### src/rtl/ps2_line_buffer_if.sv
// Bundles the PS/2 key inputs and the line/commit outputs of ps2_line_buffer.
// The master drives scan codes; the slave (the buffer) drives the line state.
interface ps2_line_buffer_if #(
    parameter int DEPTH = 4,
    parameter int CNT_W = 3
);
    logic [7:0]         data_PS2key;
    logic               ctrl_PS2pressed;
    logic [8*DEPTH-1:0] line_out;
    logic [CNT_W-1:0]   count;
    logic               full;
    logic               overflow;
    logic [8*DEPTH-1:0] line_commit;
    logic               commit_valid;

    modport master (
        output data_PS2key, ctrl_PS2pressed,
        input  line_out, count, full, overflow, line_commit, commit_valid
    );

    modport slave (
        input  data_PS2key, ctrl_PS2pressed,
        output line_out, count, full, overflow, line_commit, commit_valid
    );
endinterface

### src/rtl/ps2_line_buffer.sv
// Turns PS/2 set-2 make codes into an ASCII line with break filtering,
// backspace/enter editing and a registered commit snapshot.
module ps2_line_buffer #(
    parameter int DEPTH = 4,
    parameter int CNT_W = 3
) (
    input  logic              clock,
    input  logic              reset,
    ps2_line_buffer_if.slave  bus
);
    localparam int LW = 8 * DEPTH;

    localparam logic [7:0] KEY_BREAK = 8'hF0;
    localparam logic [7:0] KEY_EXT   = 8'hE0;
    localparam logic [7:0] KEY_BKSP  = 8'h66;
    localparam logic [7:0] KEY_ENTER = 8'h5A;

    logic [7:0]       r_key_q;
    logic             r_pr_q;
    logic             r_pr_q2;
    logic             r_break_pending;
    logic [LW-1:0]    r_line;
    logic [CNT_W-1:0] r_count;
    logic             r_full;
    logic             r_overflow;
    logic [LW-1:0]    r_commit;
    logic             r_commit_valid;

    logic             w_event;
    logic [8:0]       w_ascii;

    // Bit 8 flags a printable key; bits 7:0 carry its ASCII code.
    function automatic logic [8:0] f_to_ascii(input logic [7:0] code);
        case (code)
            8'h1C: return 9'h141; 8'h32: return 9'h142; 8'h21: return 9'h143;
            8'h23: return 9'h144; 8'h24: return 9'h145; 8'h2B: return 9'h146;
            8'h34: return 9'h147; 8'h33: return 9'h148; 8'h43: return 9'h149;
            8'h3B: return 9'h14A; 8'h42: return 9'h14B; 8'h4B: return 9'h14C;
            8'h3A: return 9'h14D; 8'h31: return 9'h14E; 8'h44: return 9'h14F;
            8'h4D: return 9'h150; 8'h15: return 9'h151; 8'h2D: return 9'h152;
            8'h1B: return 9'h153; 8'h2C: return 9'h154; 8'h3C: return 9'h155;
            8'h2A: return 9'h156; 8'h1D: return 9'h157; 8'h22: return 9'h158;
            8'h35: return 9'h159; 8'h1A: return 9'h15A;
            8'h45: return 9'h130; 8'h16: return 9'h131; 8'h1E: return 9'h132;
            8'h26: return 9'h133; 8'h25: return 9'h134; 8'h2E: return 9'h135;
            8'h36: return 9'h136; 8'h3D: return 9'h137; 8'h3E: return 9'h138;
            8'h46: return 9'h139;
            8'h29: return 9'h120;
            default: return 9'h000;
        endcase
    endfunction

    assign w_event = r_pr_q & ~r_pr_q2;
    assign w_ascii = f_to_ascii(r_key_q);

    // NOTE: sequential state uses non-blocking assignments so every register
    // sees the pre-edge values of the others, independent of statement order.
    always_ff @(posedge clock or posedge reset) begin
        if (reset) begin
            r_key_q         <= '0;
            r_pr_q          <= 1'b0;
            r_pr_q2         <= 1'b0;
            r_break_pending <= 1'b0;
            r_line          <= '0;
            r_count         <= '0;
            r_full          <= 1'b0;
            r_overflow      <= 1'b0;
            r_commit        <= '0;
            r_commit_valid  <= 1'b0;
        end else begin
            r_key_q        <= bus.data_PS2key;
            r_pr_q         <= bus.ctrl_PS2pressed;
            r_pr_q2        <= r_pr_q;
            r_commit_valid <= 1'b0;

            if (w_event) begin
                if (r_break_pending) begin
                    r_break_pending <= 1'b0;
                end else if (r_key_q == KEY_BREAK) begin
                    r_break_pending <= 1'b1;
                end else if (r_key_q == KEY_EXT) begin
                    r_break_pending <= 1'b0;
                end else if (r_key_q == KEY_BKSP) begin
                    if (r_count != '0) begin
                        r_line     <= {8'h00, r_line[LW-1:8]};
                        r_count    <= r_count - CNT_W'(1);
                        r_full     <= 1'b0;
                        r_overflow <= 1'b0;
                    end
                end else if (r_key_q == KEY_ENTER) begin
                    r_commit       <= r_line;
                    r_commit_valid <= 1'b1;
                    r_line         <= '0;
                    r_count        <= '0;
                    r_full         <= 1'b0;
                    r_overflow     <= 1'b0;
                end else if (w_ascii[8]) begin
                    // Newest char enters at the LSB byte; oldest drifts toward the MSB.
                    if (r_count < CNT_W'(DEPTH)) begin
                        r_line  <= {r_line[LW-9:0], w_ascii[7:0]};
                        r_count <= r_count + CNT_W'(1);
                        r_full  <= (r_count + CNT_W'(1)) == CNT_W'(DEPTH);
                    end else begin
                        r_overflow <= 1'b1;
                    end
                end
            end
        end
    end

    assign bus.line_out     = r_line;
    assign bus.count        = r_count;
    assign bus.full         = r_full;
    assign bus.overflow     = r_overflow;
    assign bus.line_commit  = r_commit;
    assign bus.commit_valid = r_commit_valid;
endmodule

### src/flat_wrapper.sv
// flat-port wrapper written by rule: the top's interface ports become plain ports
module ps2_line_buffer_flat 
#(
    parameter int DEPTH = 4,
    parameter int CNT_W = 3
)
  (clock, reset, bus_data_PS2key, bus_ctrl_PS2pressed, bus_line_out, bus_count, bus_full, bus_overflow, bus_line_commit, bus_commit_valid);
  ps2_line_buffer_if #(.DEPTH(DEPTH), .CNT_W(CNT_W)) bus_i ();
  input  logic clock;
  input  logic reset;
  input wire logic [$bits(bus_i.data_PS2key)-1:0] bus_data_PS2key;
  input wire logic [$bits(bus_i.ctrl_PS2pressed)-1:0] bus_ctrl_PS2pressed;
  output wire logic [$bits(bus_i.line_out)-1:0] bus_line_out;
  output wire logic [$bits(bus_i.count)-1:0] bus_count;
  output wire logic [$bits(bus_i.full)-1:0] bus_full;
  output wire logic [$bits(bus_i.overflow)-1:0] bus_overflow;
  output wire logic [$bits(bus_i.line_commit)-1:0] bus_line_commit;
  output wire logic [$bits(bus_i.commit_valid)-1:0] bus_commit_valid;
  assign bus_i.data_PS2key = bus_data_PS2key;
  assign bus_i.ctrl_PS2pressed = bus_ctrl_PS2pressed;
  assign bus_line_out = bus_i.line_out;
  assign bus_count = bus_i.count;
  assign bus_full = bus_i.full;
  assign bus_overflow = bus_i.overflow;
  assign bus_line_commit = bus_i.line_commit;
  assign bus_commit_valid = bus_i.commit_valid;
  ps2_line_buffer #(.DEPTH(DEPTH), .CNT_W(CNT_W)) u_core (.clock(clock), .reset(reset), .bus(bus_i));
endmodule
### config.mk
export PLATFORM = sky130hd
export DESIGN_NAME = ps2_line_buffer_flat
export DESIGN_NICKNAME = d
export VERILOG_FILES = /design/src/rtl/ps2_line_buffer_if.sv /design/src/rtl/ps2_line_buffer.sv /design/src/flat_wrapper.sv
export SDC_FILE = /design/constraint.sdc
export NUM_CORES = 1
export LEC_CHECK = 0
export BUFFER_PORTS_ARGS = -buffer_cell sky130_fd_sc_hd__buf_4
export CORE_ASPECT_RATIO = 1.2
export CORE_MARGIN = 2
export CORE_UTILIZATION = 44
export DETAILED_ROUTE_END_ITERATION = 6
export PLACE_DENSITY = 0.63
export SLEW_MARGIN = 0
export SYNTH_ARGS = -nofsm -noshare
export SYNTH_HDL_FRONTEND = slang
export SYNTH_SLANG_ARGS = --single-unit
### constraint.sdc
create_clock -name clock -period 3.27 [get_ports clock]
set_clock_uncertainty 0.1 [all_clocks]
set_input_delay 0.654 -clock clock [delete_from_list [all_inputs] [get_ports clock]]
set_output_delay 0.654 -clock clock [all_outputs]
set_load 0.005 [all_outputs]
---- Yosys cells after proc, flatten, opt, wreduce, memory -nomap -nowiden ----
Memories as Yosys holds them, arrays and structs flattened.
Cells that the tools add are included.
storage, ports and cells
  bits in registers ....................... 81
  ROM bits ................................ 1024
  bits of input ports ..................... 11
  output and inout port bits .............. 70
  word-level logic and storage cells ...... 61
  memories ................................ 1
cells by class
  $add $sub $neg .......................... 2
  order comparisons ....................... 1
  eq/ne operators ......................... 7
  muxes and demuxes ....................... 28
  bitwise gates (word level) .............. 6
  reductions and logical operators ........ 6
memories
  name              words  bits a word  read ports  clocked after Yosys merged registers in  wr ports  line                   source
  (name not given)  128    8            1           0                                        0         ps2_line_buffer.sv:34  case (code)
operators with widths
  cell                   count
  $mux W32               5
  $mux W1                17
  $eq A8 B7 Y1 const B   2
  $eq A8 B8 Y1 const B   2
  $mux W3                5
  $reduce_and A7 Y1      2
  $mux W9                1
  $reduce_bool A3 Y1     3
  $reduce_and A6 Y1      1
  $not A1 Y1             5
  $add A3 B1 Y3 const B  1
  $eq A3 B3 Y1 const B   1
  $lt A3 B3 Y1 const B   1
  $ne A3 B1 Y1 const B   1
  $sub A3 B1 Y3 const B  1
  $ne A2 B2 Y1 const B   1
  $and A1 B1 Y1          1

---- Longest topological paths before layout ----
Gate-level depths: netlist (run 1).
  depth in word-level cells ............... 7
  gate-level depth with buffers ........... 11
  depth with buffers taken out ............ 8

---- Worst setup path after synthesis (run 1) ----
Ideal clock, no wire load.
  path kind ............................... register to register
  start ................................... reg u_core.r_key_q[1]
  end ..................................... reg u_core.r_full (netlist: u_core.bus.full)
  library setup time ...................... 0.122 ns
  data arrival time ....................... 2.283 ns
  required time ........................... 3.048 ns
  path slack .............................. 0.765 ns
  cell stages (with the launch flop) ...... 11
  path buffers ............................ 3
  period minus slack after synthesis ...... 2.505 ns
  cell sequence ........................... dfrtp_1 -> inv_1 -> ha_1 -> clkbuf_1 -> a21oi_1 -> a311oi_1 -> o221a_2 -> o221ai_2 -> buf_6 -> buf_6 -> a32o_1
on the way
  cells in the longest elaborated chain, start to end .. 4
  elaborated cells between the ends (all ways) .. 14
  those cells by class .................... eq/ne (5); mux (3); bitwise (2); reduce/logical (3); memory (1)
ends and longest elaborated chain
  what                                 line                    source
  start: declaration                   ps2_line_buffer.sv:18   logic [7:0] r_key_q;
  start signal: assignment             ps2_line_buffer.sv:71   r_key_q <= bus.data_PS2key;
  $mem_v2 Z128 W8                      --
  $mux W9                              ps2_line_buffer.sv:34
  $reduce_bool A3 Y1 (no source line)  --
  $reduce_and A7 Y1 (no source line)   --
  end signal: assignment               ps2_line_buffer.sv:102  r_full <= (r_count + CNT_W'(1)) == CNT_W'(DEPTH);
  end: declaration                     ps2_line_buffer.sv:24   logic r_full;
Parallel ways exist; a longest one is shown, timed or not.
A chain may end at the register's enable or synchronous reset.

---- Worst setup path in the final report (run 1) ----
  start ................................... reg u_core.r_key_q[1]
  end ..................................... reg u_core.r_line[27] (netlist: u_core.bus.line_out[27])
on the way
  cells in the longest elaborated chain, start to end .. 4
  elaborated cells between the ends (all ways) .. 14
  those cells by class .................... eq/ne (5); mux (3); bitwise (2); reduce/logical (3); memory (1)
ends and longest elaborated chain
  what                                 line                    source
  $mem_v2 Z128 W8                      --
  $mux W9                              ps2_line_buffer.sv:34
  $reduce_bool A3 Y1 (no source line)  --
  $reduce_and A7 Y1 (no source line)   --
  end signal: assignment               ps2_line_buffer.sv:85   r_line <= {8'h00, r_line[LW-1:8]};
  end signal: assignment               ps2_line_buffer.sv:100  r_line <= {r_line[LW-9:0], w_ascii[7:0]};
  end: declaration                     ps2_line_buffer.sv:22   logic [LW-1:0] r_line;
Parallel ways exist; a longest one is shown, timed or not.

==> results of run 1 <==
cell type report:
class | instances | area [µm²]
Inverter | 10 | 38.8
Clock buffer | 10 | 239
Timing Repair Buffer | 93 | 711
Tap cell | 123 | 154
Fill cell | 869 | 4210
Multi-Input combinational cell | 344 | 1970
Clock inverter | 6 | 65.1
Sequential cell | 81 | 2030
power by group through the flow:
stage          logic (mW)  clock network [mW]  registers (mW)
6_report            0.401                1.02            1.20
5_1_grt             0.451                1.07            1.21
3_5_place_dp        0.400                   0            1.22
2_1_floorplan       0.234                   0            1.17
4_1_cts             0.406                1.03            1.20
3_3_place_gp        0.398                   0            1.21
routing by layer:
layer  part of all wire, %  routed length [µm]  vias to the layer above
met2                    50                5320                       97
met5                     0                   0                        -
met4                   1.7                 187                        0
met3                   4.1                 438                       17
li1                      -                   -                     1760
met1                    44                4760                     1722
path summary, 6_finish.rpt:
kind                                             endpoint               from
worst min-delay path                       u_core.r_pr_q2      u_core.r_pr_q
worst max-delay path              u_core.bus.line_out[27]  u_core.r_key_q[1]
min in group asynchronous       u_core.bus.line_commit[9]              reset
worst min register to register             u_core.r_pr_q2      u_core.r_pr_q
max in group asynchronous          u_core.bus.line_out[0]              reset
worst max register to register    u_core.bus.line_out[27]  u_core.r_key_q[1]
registers in the layout (all words and copies together), names as in the netlist:
register	flops
u_core.r_pr_q2	1
u_core.bus.line_commit	32
u_core.r_break_pending	1
u_core.bus.commit_valid	1
u_core.bus.line_out	32
u_core.bus.full	1
u_core.r_pr_q	1
u_core.r_key_q	8
u_core.bus.overflow	1
u_core.bus.count	3
worst reg2reg max path: stages (launching register included):
cell and delay [ns]:
dfrtp_1 0.51, inv_1 0.19, ha_1 0.43, a21oi_1 0.20, a311oi_1 0.07, o221a_2 0.35
o221ai_4 0.45, buf_4 0.37, o21ai_0 0.15
logic make-up after synthesis:
group,count (synthesis),share of synthesized area (%)
fa+ha+maj,11,3.28
compound gates,117,18.6
simple gates,209,22.7
flops,81,48.3
mux,7,2.12
buf+inv,45,5.04
per-stage QoR:
step           utilization [%]  std cells  power (mW)  setup slack, ns
2_1_floorplan                -        470        1.40            0.436
3_3_place_gp              52.0        651        1.61            0.466
3_5_place_dp              52.0        651        1.62            0.344
4_1_cts                   55.3        667        2.64            0.336
5_1_grt                   55.3        667        2.73            0.110
6_report                  55.3        667        2.62            0.311
synth_stat cells (all sizes together):
master / number
a211oi: 5
a21boi: 3
a21o: 6
a21oi: 16
a221oi: 1
a22o: 3
a22oi: 20
a311oi: 3
a31o: 2
a31oi: 5
a32o: 2
a32oi: 1
and2b: 1
and4: 1
buf: 18
clkbuf: 17
dfrtp: 81
ha: 11
inv: 10
mux2: 5
mux2i: 1
mux4: 1
nand2: 153
nand2b: 8
nand3: 6
nand3b: 4
nand4: 3
nand4b: 2
nand4bb: 2
nor2: 13
nor2b: 9
nor3: 4
nor3b: 1
nor4b: 1
o211a: 1
o21ai: 38
o221a: 1
o221ai: 2
o22a: 1
o22ai: 3
o311ai: 1
o31ai: 2
o41ai: 1
or2: 1
==> run_results.csv, run 1 <==
group,metric,value,unit
yosys,synth.top_cell.area_share,48.3,%
layout,final_cell_mix,"153 x nand2_1, 92 x buf_4, 81 x dfrtp_1, 28 x o21ai_0, 20 x a22oi_1",
timing,hold_ws,0.305,ns
setup_path,worstPathRequired,3.37,ns
route,drt_pass1_iterations,5,
setup_path,cp_top_family,"compound AO/OA/AOI/OAI gates",
run_status,status,"finished clean",
grt,use_met3,3.40,%
layout,nets,561,
timing,setup_viol,0,
pwr,swShare,27.6,%
place,hpwl,7650,µm
pwr,switchingPower,722,µW
grt,antenna_found_initial,0,
setup_path,r2r_cells,8,
timing,slew_violations,0,
route,vias,3596,
yosys,avgSynthCellArea,8.93,µm²
yosys,synthesis.nets,492,
floorplan,core_area,0.00942,mm²
layout,final_cell_area,0.00520,mm²
clocking,cts_setup_buffers,0,
place,place_congestion,0.952,
setup_path,critPathArrivalTime,3.06,ns
timing,finalCritPeriodShare,90.5,%
grt,grt_util_met1,28.6,%
timing,tightest_slew,0.856,ns
layout,syn2layout_area_growth,24.0,%
clocking,cts.sinks,81,
layout,drive_gt1_share,23.2,%
pwr,p_seq_share,45.7,%
setup_path,cp_max_fo,30,
grt,grt_max_degree,49,
pwr,p_per_area,503,mW/mm²
min_path,min_path_type,"reg -> reg",
route,ant_nets,0,
timing,max_freq,0.338,GHz
route,drt-initial-drc-count,209,
grt,grt_first_pass_wirelength,17300,µm
yosys,ys_top_cells_by_area,"dfrtp_1 48%, nand2_1 14%, a22oi_1 3.6%, o21ai_0 3.3%, ha_1 3.3%",
clocking,cts_made_buffers,9,
floorplan,initial_utilization,44.6,%
min_path,holdPathStages,0,
clocking,root_buffer,"clkbuf_16",
place,port-buffer-count,80,
clocking,cts_tree,"yes",
pwr,internal_power,1.89,mW
yosys,synth_top_area_cell,"dfrtp_1",
yosys,yosysSeqAreaShare,48.3,%
clocking,cts_resized,0,
yosys,syn_inst,470,
layout,diodes,0,
floorplan,placementRows,39,
setup_path,crit_buf_inv,2,
route,drc,0,
pwr,power.share.clock,38.9,%
yosys,syn_area,0.00420,mm²
setup_path,cp.depth,8,
timing,rsz0062_at_grt,"no",
grt,grt-busiest-layer,"met2",
route,routed_wl,10700,µm
timing,fin_crit,2.96,ns
layout,final_common_cell,"nand2_1",
floorplan,die_h,111,µm
setup_path,cp-start-kind,"flop",
route,wl_per_cell,16.0,µm
route,via_per_inst,5.39,
job,cap_violations,0,
timing,tns,0,ns
grt,track_usage,21.2,%
pwr,p_comb_share,15.3,%
clocking,postCtsHoldBufs,0,
setup_path,crit_chain,"inv_1 -> ha_1 -> a21oi_1 -> a311oi_1 -> o221a_2 -> o221ai_4 -> buf_4 -> o21ai_0",
setup_path,crit_path_end_kind,"flop",
floorplan,die-area,0.0103,mm²
floorplan,die_w,93.2,µm
clocking,ctsLongestPathBuffers,2,
timing,hold_viol_final,0,
grt,grtUsageMet2,35.2,%
setup_path,slowest_stage,"dfrtp_1",
grt,grt.overflow.total,0,
setup_path,critPathKind,"reg -> reg",
setup_path,rrSetupSlack,0.31,ns
grt,grt_pass1_vias,3351,
floorplan,io_pins,81,
yosys,ys_ff_latch,81,
place,dpl-instance-area,0.00490,mm²
clocking,htreeDepth,3,
clocking,clk_pin_slew_worst_paths,0.06,ns
timing,slew_headroom,42.8,%
clocking,clk_latency,0.33,ns
yosys,yosys_warnings,0,
setup_path,critPathMaxStageDelay,0.51,ns
yosys,synth_cell_types,57,
pwr,leakage,2.58,nW
pwr,vdd_drop_max,0.000223,V
Power figures use the tool's default switching activity.
==> run 2, diff against run 1 <==
GPL_TIMING_DRIVEN = 0   (was unset)
HOLD_SLACK_MARGIN = 0.06   (was unset)
==> run 2 against run 1 <==
Effect of this change: combinational power is 5% higher; die area stayed put; critical path type unchanged; clock-buffer cell count stayed put; flip-flop and latch count stayed put; non-clock buffer count is 22 higher; sequential power hardly changed; worst hold slack worse by 0.090 ns; via count is 5.3% higher; register-to-register slack hardly changed; highest routed layer unchanged.
==> run_results.csv, run 2 (same netlist as run 1, synthesis figures left out) <==
group,metric,value,unit
route,drt-initial-drc-count,230,
floorplan,die_w,93.2,µm
setup_path,crit_chain,"inv_1 -> ha_1 -> a21oi_1 -> a311oi_1 -> o221a_2 -> o221ai_2 -> buf_6 -> buf_2 -> nand2_1 -> o21ai_0",
pwr,leakage,2.63,nW
layout,stdcell_count,689,
place,place_congestion,0.921,
route,vias,3786,
layout,area.sequential,0.00203,mm²
timing,slew_violations,0,
grt,grt_pass1_vias,3669,
layout,final_cell_mix,"153 x nand2_1, 81 x buf_4, 81 x dfrtp_1, 28 x o21ai_0, 20 x a22oi_1",
timing,tightest_slew,0.524,ns
pwr,swShare,26.9,%
clocking,root_buffer,"clkbuf_16",
grt,grt.overflow.total,0,
layout,final_common_cell,"nand2_1",
pwr,p_per_area,509,mW/mm²
clocking,postCtsHoldBufs,0,
clocking,clk_latency,0.33,ns
clocking,ctsLongestPathBuffers,2,
place,hpwl,8950,µm
floorplan,io_pins,81,
timing,setup_viol,0,
setup_path,critPathKind,"reg -> reg",
route,via_per_inst,5.49,
pwr,power.share.clock,40.4,%
pwr,switchingPower,726,µW
pwr,finalPower,2.70,mW
setup_path,critPathMaxStageDelay,0.58,ns
run_status,status,"finished clean",
pwr,internal_power,1.98,mW
timing,hold_viol_final,0,
floorplan,core_area,0.00942,mm²
route,routed_wl,12200,µm
place,placedCellCount,674,
setup_path,rrSetupSlack,0.30,ns
layout,fill_cells,860,
clocking,cts_resized,0,
pwr,p_seq_share,44.0,%
floorplan,die-area,0.0103,mm²
layout,diodes,0,
timing,fin_crit,2.97,ns
floorplan,die_h,111,µm
layout,finalCoreUtilization,56.3,%
setup_path,crit_path_end_kind,"flop",
pwr,p_comb_share,15.5,%
layout,syn2layout_area_growth,26.4,%
route,drc,0,
floorplan,placementRows,39,
grt,grt_first_pass_wirelength,19600,µm
timing,slew_headroom,65.0,%
clocking,cts_made_buffers,9,
floorplan,initial_utilization,44.6,%
route,wl_per_cell,17.7,µm
layout,nets,583,
timing,hold_ws,0.214,ns
timing,finalCritPeriodShare,90.8,%
timing,max_freq,0.337,GHz
clocking,cts.sinks,81,
clocking,htreeDepth,3,
timing,rsz0062_at_grt,"no",
setup_path,critPathArrivalTime,3.06,ns
route,ant_nets,0,
grt,track_usage,24.2,%
setup_path,cp-start-kind,"flop",
route,drt_pass1_iterations,5,
layout,multiInputGateArea,0.00196,mm²
pwr,vdd_drop_max,0.000222,V
min_path,min_path_type,"in -> async",
clocking,cts_setup_buffers,0,
grt,antenna_found_initial,0,
job,cap_violations,0,
grt,grt_max_degree,53,
clocking,clk_pin_slew_worst_paths,0.06,ns
place,port-buffer-count,80,
setup_path,crit_buf_inv,3,
setup_path,worstPathRequired,3.37,ns
setup_path,slowest_stage,"dfrtp_1",
setup_path,cp_max_fo,10,
clocking,cts_tree,"yes",
setup_path,cp_top_family,"compound AO/OA/AOI/OAI gates",
layout,drive_gt1_share,23.1,%
[run 2: cell types whose count changed in the layout (fill, tap and decap cells not counted), sizes merged]
| cell | change |
|---|---|
| clkbuf | +16 |
| buf | +6 |
| clkinv | -2 |
| inv | +2 |
| bufinv | +1 |
| clkinvlp | -1 |
[run 2: path summary, 6_finish.rpt]
kind	from	endpoint	cells past startpoint
max in group asynchronous	reset	u_core.r_key_q[0]	3
min reg2reg	u_core.r_pr_q	u_core.r_pr_q2	0
min	reset	u_core.bus.line_commit[17]	2
min in group clock	u_core.r_pr_q	u_core.r_pr_q2	0
max	u_core.r_key_q[1]	u_core.bus.line_out[29]	10
max reg2reg	u_core.r_key_q[1]	u_core.bus.line_out[29]	10
[run 2: power by group through the flow]
stage               Combinational, mW  Sequential, mW  Clock [mW]
floorplan                       0.234            1.17           0
global placement                0.410            1.21           0
detailed placement              0.419            1.21           0
CTS                             0.423            1.19        1.11
global route                    0.470            1.20        1.15
finish                          0.420            1.19        1.09
[run 2: worst register-to-register path: stages, from the launching register on]
cell	delay (ns)
dfrtp_1	0.58
inv_1	0.25
ha_1	0.55
a21oi_1	0.12
a311oi_1	0.29
o221a_2	0.28
o221ai_2	0.14
buf_6	0.18
buf_2	0.19
nand2_1	0.10
o21ai_0	0.07
[run 2: layer usage]
metal / routed length (µm) / track usage (%) / vias up
met2: 6430 / 41.5 / 139
met1: 4900 / 30.4 / 1830
met3: 561 / 4.15 / 20
met5: 0 / 0 / -
met4: 269 / 9.12 / 0
li1: - / - / 1797
[run 2: layout make-up]
cell class | count | share of cell area [%]
Buffer | 34 | 3.21
Clock buffer | 10 | 4.51
Clock inverter | 6 | 1.65
Inverter | 10 | 0.755
Multi-Input combinational cell | 344 | 36.9
Sequential cell | 81 | 38.2
Tap cell | 123 | 2.90
Timing Repair Buffer | 81 | 11.8
[run 2: metrics by stage]
| stage | TNS (ns) | setup slack (ns) | cell area, µm² |
|---|---|---|---|
| 3_5_place_dp | 0 | 0.188 | 4980 |
| 2_1_floorplan | 0 | 0.436 | 4200 |
| 3_3_place_gp | -42.36 | -0.529 | 4950 |
| 5_1_grt | 0 | 0.133 | 5300 |
| 6_report | 0 | 0.302 | 5300 |
| 4_1_cts | 0 | 0.157 | 5310 |
==> run 3, diff against run 2 <==
CAP_MARGIN = 20   (was unset)
RECOVER_POWER = 100   (was unset)
==> run 3 against run 2 <==
Effect of this change: wire length shrank 0.62%; final area fell by 0.78%; critical path depth fell by 1; die area did not move; critical endpoint is now u_core.bus.full.
==> run_results.csv, run 3 (same netlist as run 1, synthesis figures left out) <==
group,metric,value,unit
place,placedCellCount,674,
route,wl_per_cell,17.5,µm
timing,fin_crit,2.96,ns
layout,nets,583,
route,drt_pass1_iterations,5,
setup_path,cp-start-kind,"flop",
layout,stdcell_count,689,
clocking,cts_tree,"yes",
route,drt-initial-drc-count,208,
timing,hold_viol_final,0,
pwr,p_per_area,510,mW/mm²
layout,syn2layout_area_growth,25.4,%
route,vias,3766,
min_path,min_from,"u_core.r_pr_q",
floorplan,die_h,111,µm
floorplan,initial_utilization,44.6,%
route,routed_wl,12100,µm
setup_path,r2r_cells,9,
grt,grt.overflow.total,0,
setup_path,crit_start,"u_core.r_key_q[1]",
clocking,postCtsHoldBufs,0,
clocking,clk_pin_slew_worst_paths,0.06,ns
clocking,htreeDepth,3,
setup_path,reg2reg_from,"u_core.r_key_q[1]",
grt,grt_max_degree,53,
timing,tns,0,ns
timing,rsz0062_at_grt,"no",
clocking,ctsLongestPathBuffers,2,
timing,slew_headroom,13.3,%
floorplan,io_pins,81,
clocking,cts.sinks,81,
pwr,vdd_drop_max,0.000224,V
route,drc,0,
min_path,holdPathStages,0,
floorplan,placementRows,39,
timing,finalCritPeriodShare,90.5,%
timing,slew_violations,0,
setup_path,critPathArrivalTime,3.08,ns
layout,diodes,0,
route,via_per_inst,5.47,
clocking,cts_made_buffers,9,
job,cap_violations,0,
floorplan,die-area,0.0103,mm²
grt,grt_first_pass_wirelength,19600,µm
setup_path,critPathKind,"reg -> reg",
layout,drive_gt1_share,22.6,%
place,hpwl,8950,µm
clocking,clk_latency,0.33,ns
timing,tightest_slew,1.30,ns
place,port-buffer-count,80,
min_path,min_path_type,"reg -> reg",
floorplan,die_w,93.2,µm
run_status,status,"finished clean",
grt,antenna_found_initial,0,
setup_path,crit_path_end_kind,"flop",
timing,max_freq,0.338,GHz
layout,area.sequential,0.00203,mm²
setup_path,r2r_end,"u_core.bus.full",
place,place_congestion,0.921,
floorplan,core_area,0.00942,mm²
layout,fill_cells,869,
min_path,holdPathEnd,"u_core.r_pr_q2",
layout,final_common_cell,"nand2_1",
setup_path,worstPathRequired,3.39,ns
route,ant_nets,0,
clocking,cts_resized,0,
layout,multiInputGateArea,0.00195,mm²
pwr,leakage,2.57,nW
layout,final_cell_mix,"153 x nand2_1, 81 x dfrtp_1, 78 x clkbuf_4, 36 x o21ai_0, 20 x a22oi_1",
setup_path,rrSetupSlack,0.31,ns
clocking,root_buffer,"clkbuf_16",
grt,track_usage,24.2,%
timing,setup_viol,0,
grt,grt_pass1_vias,3669,
setup_path,cp_max_fo,10,
## run 3: cell types whose count changed in the layout (fill, tap and decap cells not counted), sizes merged
cell	previous run	this run
buf	99	13
clkbuf	26	112
clkinvlp	0	1
inv	12	11
## run 3: worst max-delay path, stage by stage, from the launching register on
cell and delay [ns]:
dfrtp_1 0.57, inv_1 0.24, ha_1 0.54, a21oi_1 0.11, a311oi_1 0.26, o221a_2 0.27, o221ai_2 0.14, buf_6 0.18
clkbuf_2 0.19, a32o_1 0.23
## run 3: repair_timing
item                                    CTS  global route
buffers inserted                          0             0
endpoints found under the hold margin     0             0
endpoints found under the setup margin    0            10
## run 3: metal layers
metal | global-route usage (%) | part of all wire (%) | up-vias | wire (µm)
met3 | 4.15 | 4.0 | 19 | 478
met2 | 41.5 | 53 | 129 | 6370
met5 | 0 | 0 | - | 0
met4 | 9.12 | 2.0 | 0 | 237
li1 | - | - | 1799 | -
met1 | 30.4 | 41 | 1819 | 5000
## run 3: worst max-delay path by stage
stage                         endpoint  cells after the start
2_1_floorplan  u_core.bus.commit_valid                      1
3_5_place_dp   u_core.bus.line_out[31]                     11
4_1_cts        u_core.bus.line_out[29]                     11
6_report               u_core.bus.full                      9
5_1_grt         u_core.bus.line_out[3]                     10
3_3_place_gp         u_core.r_key_q[0]                      2
## run 3: layout make-up
type / count / share of cell area [%]
Sequential cell: 81 / 38.5
Inverter: 10 / 0.737
Multi-Input combinational cell: 344 / 37.1
Clock buffer: 10 / 4.54
Tap cell: 123 / 2.92
Clock inverter: 6 / 1.66
Buffer: 34 / 3.11
Timing Repair Buffer: 81 / 11.4
## run 3: power by group
| group | switching, mW | internal [mW] | total [mW] |
|---|---|---|---|
| Combinational | 0.209 | 0.196 | 0.404 |
| Clock | 0.400 | 0.692 | 1.09 |
| Sequential | 0.113 | 1.08 | 1.19 |
## run 3: through the flow
stage	util [%]	hold slack (ns)	setup slack [ns]	total power [mW]	area, µm²
after floorplan	-	0.266	0.436	1.40	4200
after global routing	55.9	0.319	0.104	2.81	5260
after detailed placement	52.9	0.281	0.188	1.63	4980
after CTS	56.4	0.229	0.157	2.72	5310
final	55.9	0.298	0.310	2.69	5260
after global placement	52.6	0.283	-0.529	1.62	4950
